<file path="config.mk">
export PLATFORM = sky130hd
export DESIGN_NAME = shift_register_ctrl
export DESIGN_NICKNAME = d
export VERILOG_FILES = /design/src/rtl/shift_ctrl_pkg.sv /design/src/rtl/shifter_cell.sv /design/src/rtl/shift_register_ctrl.sv
export SDC_FILE = /design/constraint.sdc
export NUM_CORES = 1
export LEC_CHECK = 0
export CORE_UTILIZATION = 50
export DETAILED_ROUTE_END_ITERATION = 8
export PLACE_DENSITY = 0.89
export SETUP_SLACK_MARGIN = 0.5
export SYNTH_ARGS = -nofsm -noshare
export SYNTH_HDL_FRONTEND = slang
export SYNTH_SLANG_ARGS = --single-unit
</file>
<file path="constraint.sdc">
create_clock -name CLK -period 2.2 [get_ports CLK]
set_clock_uncertainty 0.1 [all_clocks]
set_input_delay 0.22 -clock CLK [delete_from_list [all_inputs] [get_ports CLK]]
set_output_delay 0.22 -clock CLK [all_outputs]
set_load 0.02 [all_outputs]
</file>
<file path="src/rtl/shift_ctrl_pkg.sv">
// rtl/shift_ctrl_pkg.sv - shared types and constants for the burst shift register
package shift_ctrl_pkg;

  typedef enum logic [1:0] {
    IDLE   = 2'd0,
    SHIFT  = 2'd1,
    FINISH = 2'd2
  } state_t;

  localparam logic DIR_RIGHT = 1'b0;
  localparam logic DIR_LEFT  = 1'b1;

endpackage

</file>
<file path="src/rtl/shifter_cell.sv">
// rtl/shifter_cell.sv - one bit of the shift register: next-value select
module shifter_cell
  import shift_ctrl_pkg::*;
(
  input  logic own_bit,
  input  logic left_bit,
  input  logic right_bit,
  input  logic load_bit,
  input  logic shift_en,
  input  logic dir,
  input  logic load_n,
  output logic next_bit
);

  // Parallel load wins, then shift (left shift pulls from the lower neighbour), else hold.
  always_comb begin
    next_bit = own_bit;
    if (!load_n) begin
      next_bit = load_bit;
    end else if (shift_en) begin
      next_bit = (dir == DIR_LEFT) ? right_bit : left_bit;
    end
  end

endmodule

</file>
<file path="src/rtl/shift_register_ctrl.sv">
// rtl/shift_register_ctrl.sv - WIDTH-bit shift register with counted burst controller
module shift_register_ctrl
  import shift_ctrl_pkg::*;
#(
  parameter int               WIDTH       = 8,
  parameter logic [WIDTH-1:0] RESET_VALUE = '0,
  localparam int              CW          = $clog2(WIDTH + 1)
) (
  input  logic             CLK,
  input  logic             RESET_N,
  input  logic             LOAD_N,
  input  logic [WIDTH-1:0] LOAD,
  input  logic             START,
  input  logic [CW-1:0]    COUNT,
  input  logic             DIR,
  input  logic             ROTATE,
  input  logic             SERIAL_IN,
  output logic [WIDTH-1:0] Q,
  output logic             SERIAL_OUT,
  output logic             BUSY,
  output logic             DONE
);

  localparam logic [CW-1:0] WIDTH_CW = CW'(WIDTH);
  localparam logic [CW-1:0] ONE_CW   = CW'(1);

  state_t           state;
  state_t           state_next;
  logic [CW-1:0]    remaining;
  logic [CW-1:0]    remaining_next;
  logic             dir_l;
  logic             dir_l_next;
  logic             rot_l;
  logic             rot_l_next;
  logic [WIDTH-1:0] q_reg;
  logic [WIDTH-1:0] q_next;
  logic [WIDTH-1:0] left_nb;
  logic [WIDTH-1:0] right_nb;
  logic [CW-1:0]    n_clamped;
  logic             shift_en;
  logic             fill;
  logic             eff_dir;

  // Bursts longer than the register are pointless, so COUNT saturates at WIDTH.
  assign n_clamped = (COUNT > WIDTH_CW) ? WIDTH_CW : COUNT;

  assign shift_en = (state == SHIFT);

  // The fill bit only ever enters at one end, chosen by the latched direction.
  assign fill = rot_l ? ((dir_l == DIR_LEFT) ? q_reg[WIDTH-1] : q_reg[0]) : SERIAL_IN;

  // Neighbour vectors: the end cells see the fill bit in place of a missing neighbour.
  assign left_nb  = {fill, q_reg[WIDTH-1:1]};
  assign right_nb = {q_reg[WIDTH-2:0], fill};

  genvar gi;
  generate
    for (gi = 0; gi < WIDTH; gi++) begin : g_cell
      shifter_cell u_cell (
        .own_bit   (q_reg[gi]),
        .left_bit  (left_nb[gi]),
        .right_bit (right_nb[gi]),
        .load_bit  (LOAD[gi]),
        .shift_en  (shift_en),
        .dir       (dir_l),
        .load_n    (LOAD_N),
        .next_bit  (q_next[gi])
      );
    end
  endgenerate

  // Register bank; the cells already resolve load/shift/hold priority.
  always_ff @(posedge CLK or negedge RESET_N) begin
    if (!RESET_N) begin
      q_reg <= RESET_VALUE;
    end else begin
      q_reg <= q_next;
    end
  end

  // Controller state, remaining-shift counter and latched mode bits.
  always_ff @(posedge CLK or negedge RESET_N) begin
    if (!RESET_N) begin
      state     <= IDLE;
      remaining <= '0;
      dir_l     <= 1'b0;
      rot_l     <= 1'b0;
    end else begin
      state     <= state_next;
      remaining <= remaining_next;
      dir_l     <= dir_l_next;
      rot_l     <= rot_l_next;
    end
  end

  // Next-state logic: a load aborts anything; START is only heard in IDLE.
  always_comb begin
    state_next     = state;
    remaining_next = remaining;
    dir_l_next     = dir_l;
    rot_l_next     = rot_l;
    if (!LOAD_N) begin
      state_next     = IDLE;
      remaining_next = '0;
    end else begin
      case (state)
        IDLE: begin
          if (START) begin
            dir_l_next = DIR;
            rot_l_next = ROTATE;
            if (n_clamped == '0) begin
              state_next = FINISH;
            end else begin
              remaining_next = n_clamped;
              state_next     = SHIFT;
            end
          end
        end
        SHIFT: begin
          remaining_next = remaining - ONE_CW;
          if (remaining == ONE_CW) begin
            state_next = FINISH;
          end
        end
        FINISH: begin
          state_next = IDLE;
        end
        default: begin
          state_next = IDLE;
        end
      endcase
    end
  end

  // During a burst the exiting bit follows the latched direction, not the live input.
  assign eff_dir    = (state == SHIFT) ? dir_l : DIR;
  assign SERIAL_OUT = (eff_dir == DIR_LEFT) ? q_reg[WIDTH-1] : q_reg[0];

  assign Q    = q_reg;
  assign BUSY = (state == SHIFT);
  assign DONE = (state == FINISH);

endmodule

</file>
# Word level (Yosys, flattened, before mapping)
# Index checks and enable logic that the tools add are counted.
# W data, S select, Z words.
[totals]
regBits = 16
inputBits = 19
[op_classes]
n_addsub = 1
order_cmp = 1
n_eq_ne = 8
muxes = 38
n_reduce_logical = 5
[op_table]
columns = ["cell", "count"]
rows = [
  ["$mux W1", 28],
  ["$mux W4", 4],
  ["$mux W2", 4],
  ["$pmux W4 S2", 1],
  ["$ne A3 B3 Y1 const B", 2],
  ["$reduce_and A3 Y1", 2],
  ["$eq A4 B1 Y1 const B", 1],
  ["$gt A4 B4 Y1 const B", 1],
  ["$logic_not A4 Y1", 1],
  ["$pmux W2 S2", 1],
  ["$sub A4 B1 Y4 const B", 1],
  ["$ne A3 B1 Y1 const B", 1],
  ["$ne A3 B2 Y1 const B", 1],
  ["$eq A2 B1 Y1 const B", 1],
  ["$eq A2 B2 Y1 const B", 1],
  ["$logic_not A2 Y1", 1],
  ["$ne A2 B1 Y1 const B", 1],
  ["$reduce_and A2 Y1", 1],
]

# Longest topological paths before layout
[logic_depth]
word_depth = 7
mapped_depth = 5
ltp_nobuf = 5

# Cells and area by module
# From an unflattened synthesis, not the netlist that was laid out.
[unflattened]
hier_cells = 110
hier_area_um2 = 1107.3
[modules_own_cells]
columns = ["module", "n_inst", "cells_each", "area_per_inst_um2", "seq_area_each_um2"]
rows = [
  ["shift_register_ctrl", 1, 70, 827.0, 400.4],
  ["shifter_cell", 8, 5, 35.0, 0.0],
]

# Least setup slack after synthesis
# OpenSTA, ideal clock, no wires.
[synth_path]
kind = "reg-to-output"
startpoint = "register state[1]"
endpoint = "output port SERIAL_OUT"
t_arrival_ns = 1.118
slack_ns = 0.762
path_stages_with_launch = 4
n_path_buf = 0
path_cell_list = "dfrtp_1 nand2b_1 mux2i_1 mux2_2"
[synth_via]
elab_chain_len = 3
[synth_lines]
columns = ["element", "line_no", "source"]
rows = [
  ["from (decl)", "shift_register_ctrl.sv:27", "state_t state;"],
  ["from (signal assigned)", "shift_register_ctrl.sv:89", "state <= state_next;"],
  ["$eq A2 B1 Y1", "shift_register_ctrl.sv:136", "assign eff_dir = (state == SHIFT) ? dir_l : DIR;"],
  ["$mux W1", "shift_register_ctrl.sv:136", ""],
  ["$mux W1", "shift_register_ctrl.sv:137", "assign SERIAL_OUT = (eff_dir == DIR_LEFT) ? q_reg[WIDTH-1] : q_reg[0];"],
  ["to (decl)", "shift_register_ctrl.sv:19", "output logic SERIAL_OUT,"],
]
# No other way between the ends.

# Worst setup path in the final report
# Ends and elaborated chain as after synthesis.

==> run summary <==
clock sink count - 16
final WL - 2550 um
H-tree depth - 1
Async S/R FF share, synth - 100%
crit path max fanout - 2
Via density - 6.01
leakage - 0.613 nW
Placement Setup Slack - 0.196 ns
DR WL/cell - 15.2 um
worst endpoint required time - 1.88 ns
Synth Flop Type - dfrtp_1
Synth area leader - dfrtp_1
Clock Tree Root - clkbuf_4
fin crit share - 82.8%
die area - 2430 sq um
Tmin final - 1.82 ns
Clk pin slew, worst setup/hold paths - 0.09 ns
largest net degree at the start of global routing - 20
DIE HEIGHT - 49.3 um
outcome - finished clean
postcts setup bufs - 0
# rows - 16
share of layout cells above drive strength 1 - 16.3%
Final Hold Vio Count - 0
Initial DRT Pass Iterations - 4
Syn Area/Cell - 9.39 sq um
FF+latch count, synth - 16
multi-input logic area - 608 sq um
post-route setup slack - 0.378 ns
final setup TNS - 0 ns
GR Util All Layers - 23.2%
fin nets - 164
CTS tree - built
initial antenna violation count - 0
CORE AREA - 2020 sq um
Data arrival, critical path - 1.50 ns
# DRC - 0
worst-path cell chain - nand2b_4, mux2i_2, mux2_4, buf_6
setup violators final - 0
Net Count, Synth - 140
DR vias - 1009
Initial Util - 55.3%
Worst-Skew Late Latency - 0.28 ns
vias in the first global route - 946
first-pass GRT wire length - 4320 um
CTS Buf Count - 3
Tightest Pin Transition - 0.719 ns
PwrDens - 1140 nW/um^2
# fillers - 154
Ys Warns - 0
Setup Crit Path Kind - reg -> out
Synth top area share - 35.8%
CP Capture Type - output port
sequential area share after synthesis - 35.8%
Syn Std Cell Area - 1120 sq um
Top Ports - 30
Slew headroom - 51.9%
post-route ant nets - 0
Port Buffer Count - 29
Tightest Hold Check Type - in -> async
area delta synth->final - 26.7%
RSZ-0062 raised after global routing - true
Sequential cell area - 400 sq um
Inserted Diodes - 0
FMAX - 549 MHz
deepest clock path buffer count - 2
Worst Setup Start Kind - flop
Syn Inst Count - 119
EDFF count, synth - 0
drt first-iter violations - 39
max-cap viol count - 0
Synth cell types - 40
die width - 49.3 um
Area contributors post-synth - dfrtp_1 36%, buf_4 7.4%, a211oi_1 4.7%, mux2_2 4.0%, o31ai_1 4.0%
most frequent cells after synthesis - 16 x dfrtp_1, 11 x buf_4, 11 x nor2_1
VDD IR max - 0.852 mV
most frequent cell after synthesis - dfrtp_1
Post-DP HPWL - 1880 um
Slowest cell on crit path - dfrtp_1
fin. max-slew vios - 0
slowest stage delay, CP - 0.40 ns
GR Overflow Total - 0
gpl congestion - 0.834
## routing by layer
| layer | wire (um) | GRT usage (%) | vias to the layer above |
|---|---|---|---|
| li1 | - | - | 468 |
| met1 | 1060 | 30.7 | 480 |
| met2 | 1290 | 36.3 | 53 |
| met3 | 161 | 4.05 | 8 |
| met4 | 42 | 11.3 | 0 |
| met5 | 0 | 0 | - |
## cell usage in the layout (no fill, tap or decap), types with 3 or more instances in the layout
master and instances:
dfrtp_1 16, nand2_1 7, mux2_2 3, buf_4 5, nor2_1 11, inv_1 5, a21oi_1 7, and2b_1 5
a211oi_1 7, clkbuf_4 3, o31ai_1 6, clkdlybuf4s50_1 24
## registers in the layout, summed over array words and instances (netlist names)
| register | cells |
|---|---|
| rot_l | 1 |
| dir_l | 1 |
| remaining | 4 |
| state | 2 |
| Q | 8 |
## through the flow
| stage | power (mW) | hold slack [ns] | util [%] | cell area [sq um] | instances |
|---|---|---|---|---|---|
| after floorplan | 1.18 | -0.176 | - | 1120 | 119 |
| after global placement | 1.39 | 0.456 | 68.1 | 1380 | 165 |
| after detailed placement | 1.44 | 0.501 | 68.1 | 1380 | 165 |
| after CTS | 1.57 | 0.282 | 69.0 | 1400 | 168 |
| after global routing | 1.74 | 0.322 | 70.0 | 1420 | 168 |
| final | 1.62 | 0.263 | 70.0 | 1420 | 168 |
## critical path: cells and delay by family, from the launching register on
| family | cells | cell delay, ns |
|---|---|---|
| buffers and inverters | 1 | 0.13 |
| DFF | 1 | 0.40 |
| muxes | 2 | 0.53 |
| and+or+nand+nor | 1 | 0.16 |
## area by class of cell
class / instances / share of cell area [%]
inverters: 6 / 1.59
clock buffers: 3 / 1.59
well taps: 27 / 2.39
multi-input cells: 82 / 43.0
flip-flops and latches: 16 / 28.3
repair buffers: 34 / 23.2
## worst paths after layout
kind,end,from,slack [ns],depth (start not counted)
worst min-delay path,dir_l$_DFFE_PN0P_,RESET_N,0.26,1
max in group asynchronous,Q[7]$_DFFE_PN0P_,RESET_N,1.28,1
worst max register to register,remaining[2]$_DFFE_PN0P_,state[1]$_DFFE_PN0P_,0.62,6
min in group CLK,Q[4]$_DFFE_PN0P_,LOAD[4],0.39,3
worst min register to register,Q[6]$_DFFE_PN0P_,Q[6]$_DFFE_PN0P_,0.53,2
worst max-delay path,SERIAL_OUT,state[1]$_DFFE_PN0P_,0.38,4
## power breakdown
group          total [mW]  switching, mW  internal [mW]  leakage, nW
clock               0.150         0.0866         0.0635       0.0138
combinational       0.942          0.476          0.466        0.402
sequential          0.525          0.122          0.403        0.197
total                1.62          0.684          0.932        0.613
## cell families after synthesis
group	after synthesis	synth area share, %
compound gates	32	20.8
fa+ha+maj	2	2.24
buf+inv	21	11.1
flops	16	35.8
mux	7	6.72
simple gates	41	23.3
## timing repair
item | in CTS | in global routing
setup endpoints to repair | 3 | 5
hold buffers | 0 | 0
resized for setup | 8 | 9
No activity file was read; power rests on OpenSTA's default activity.
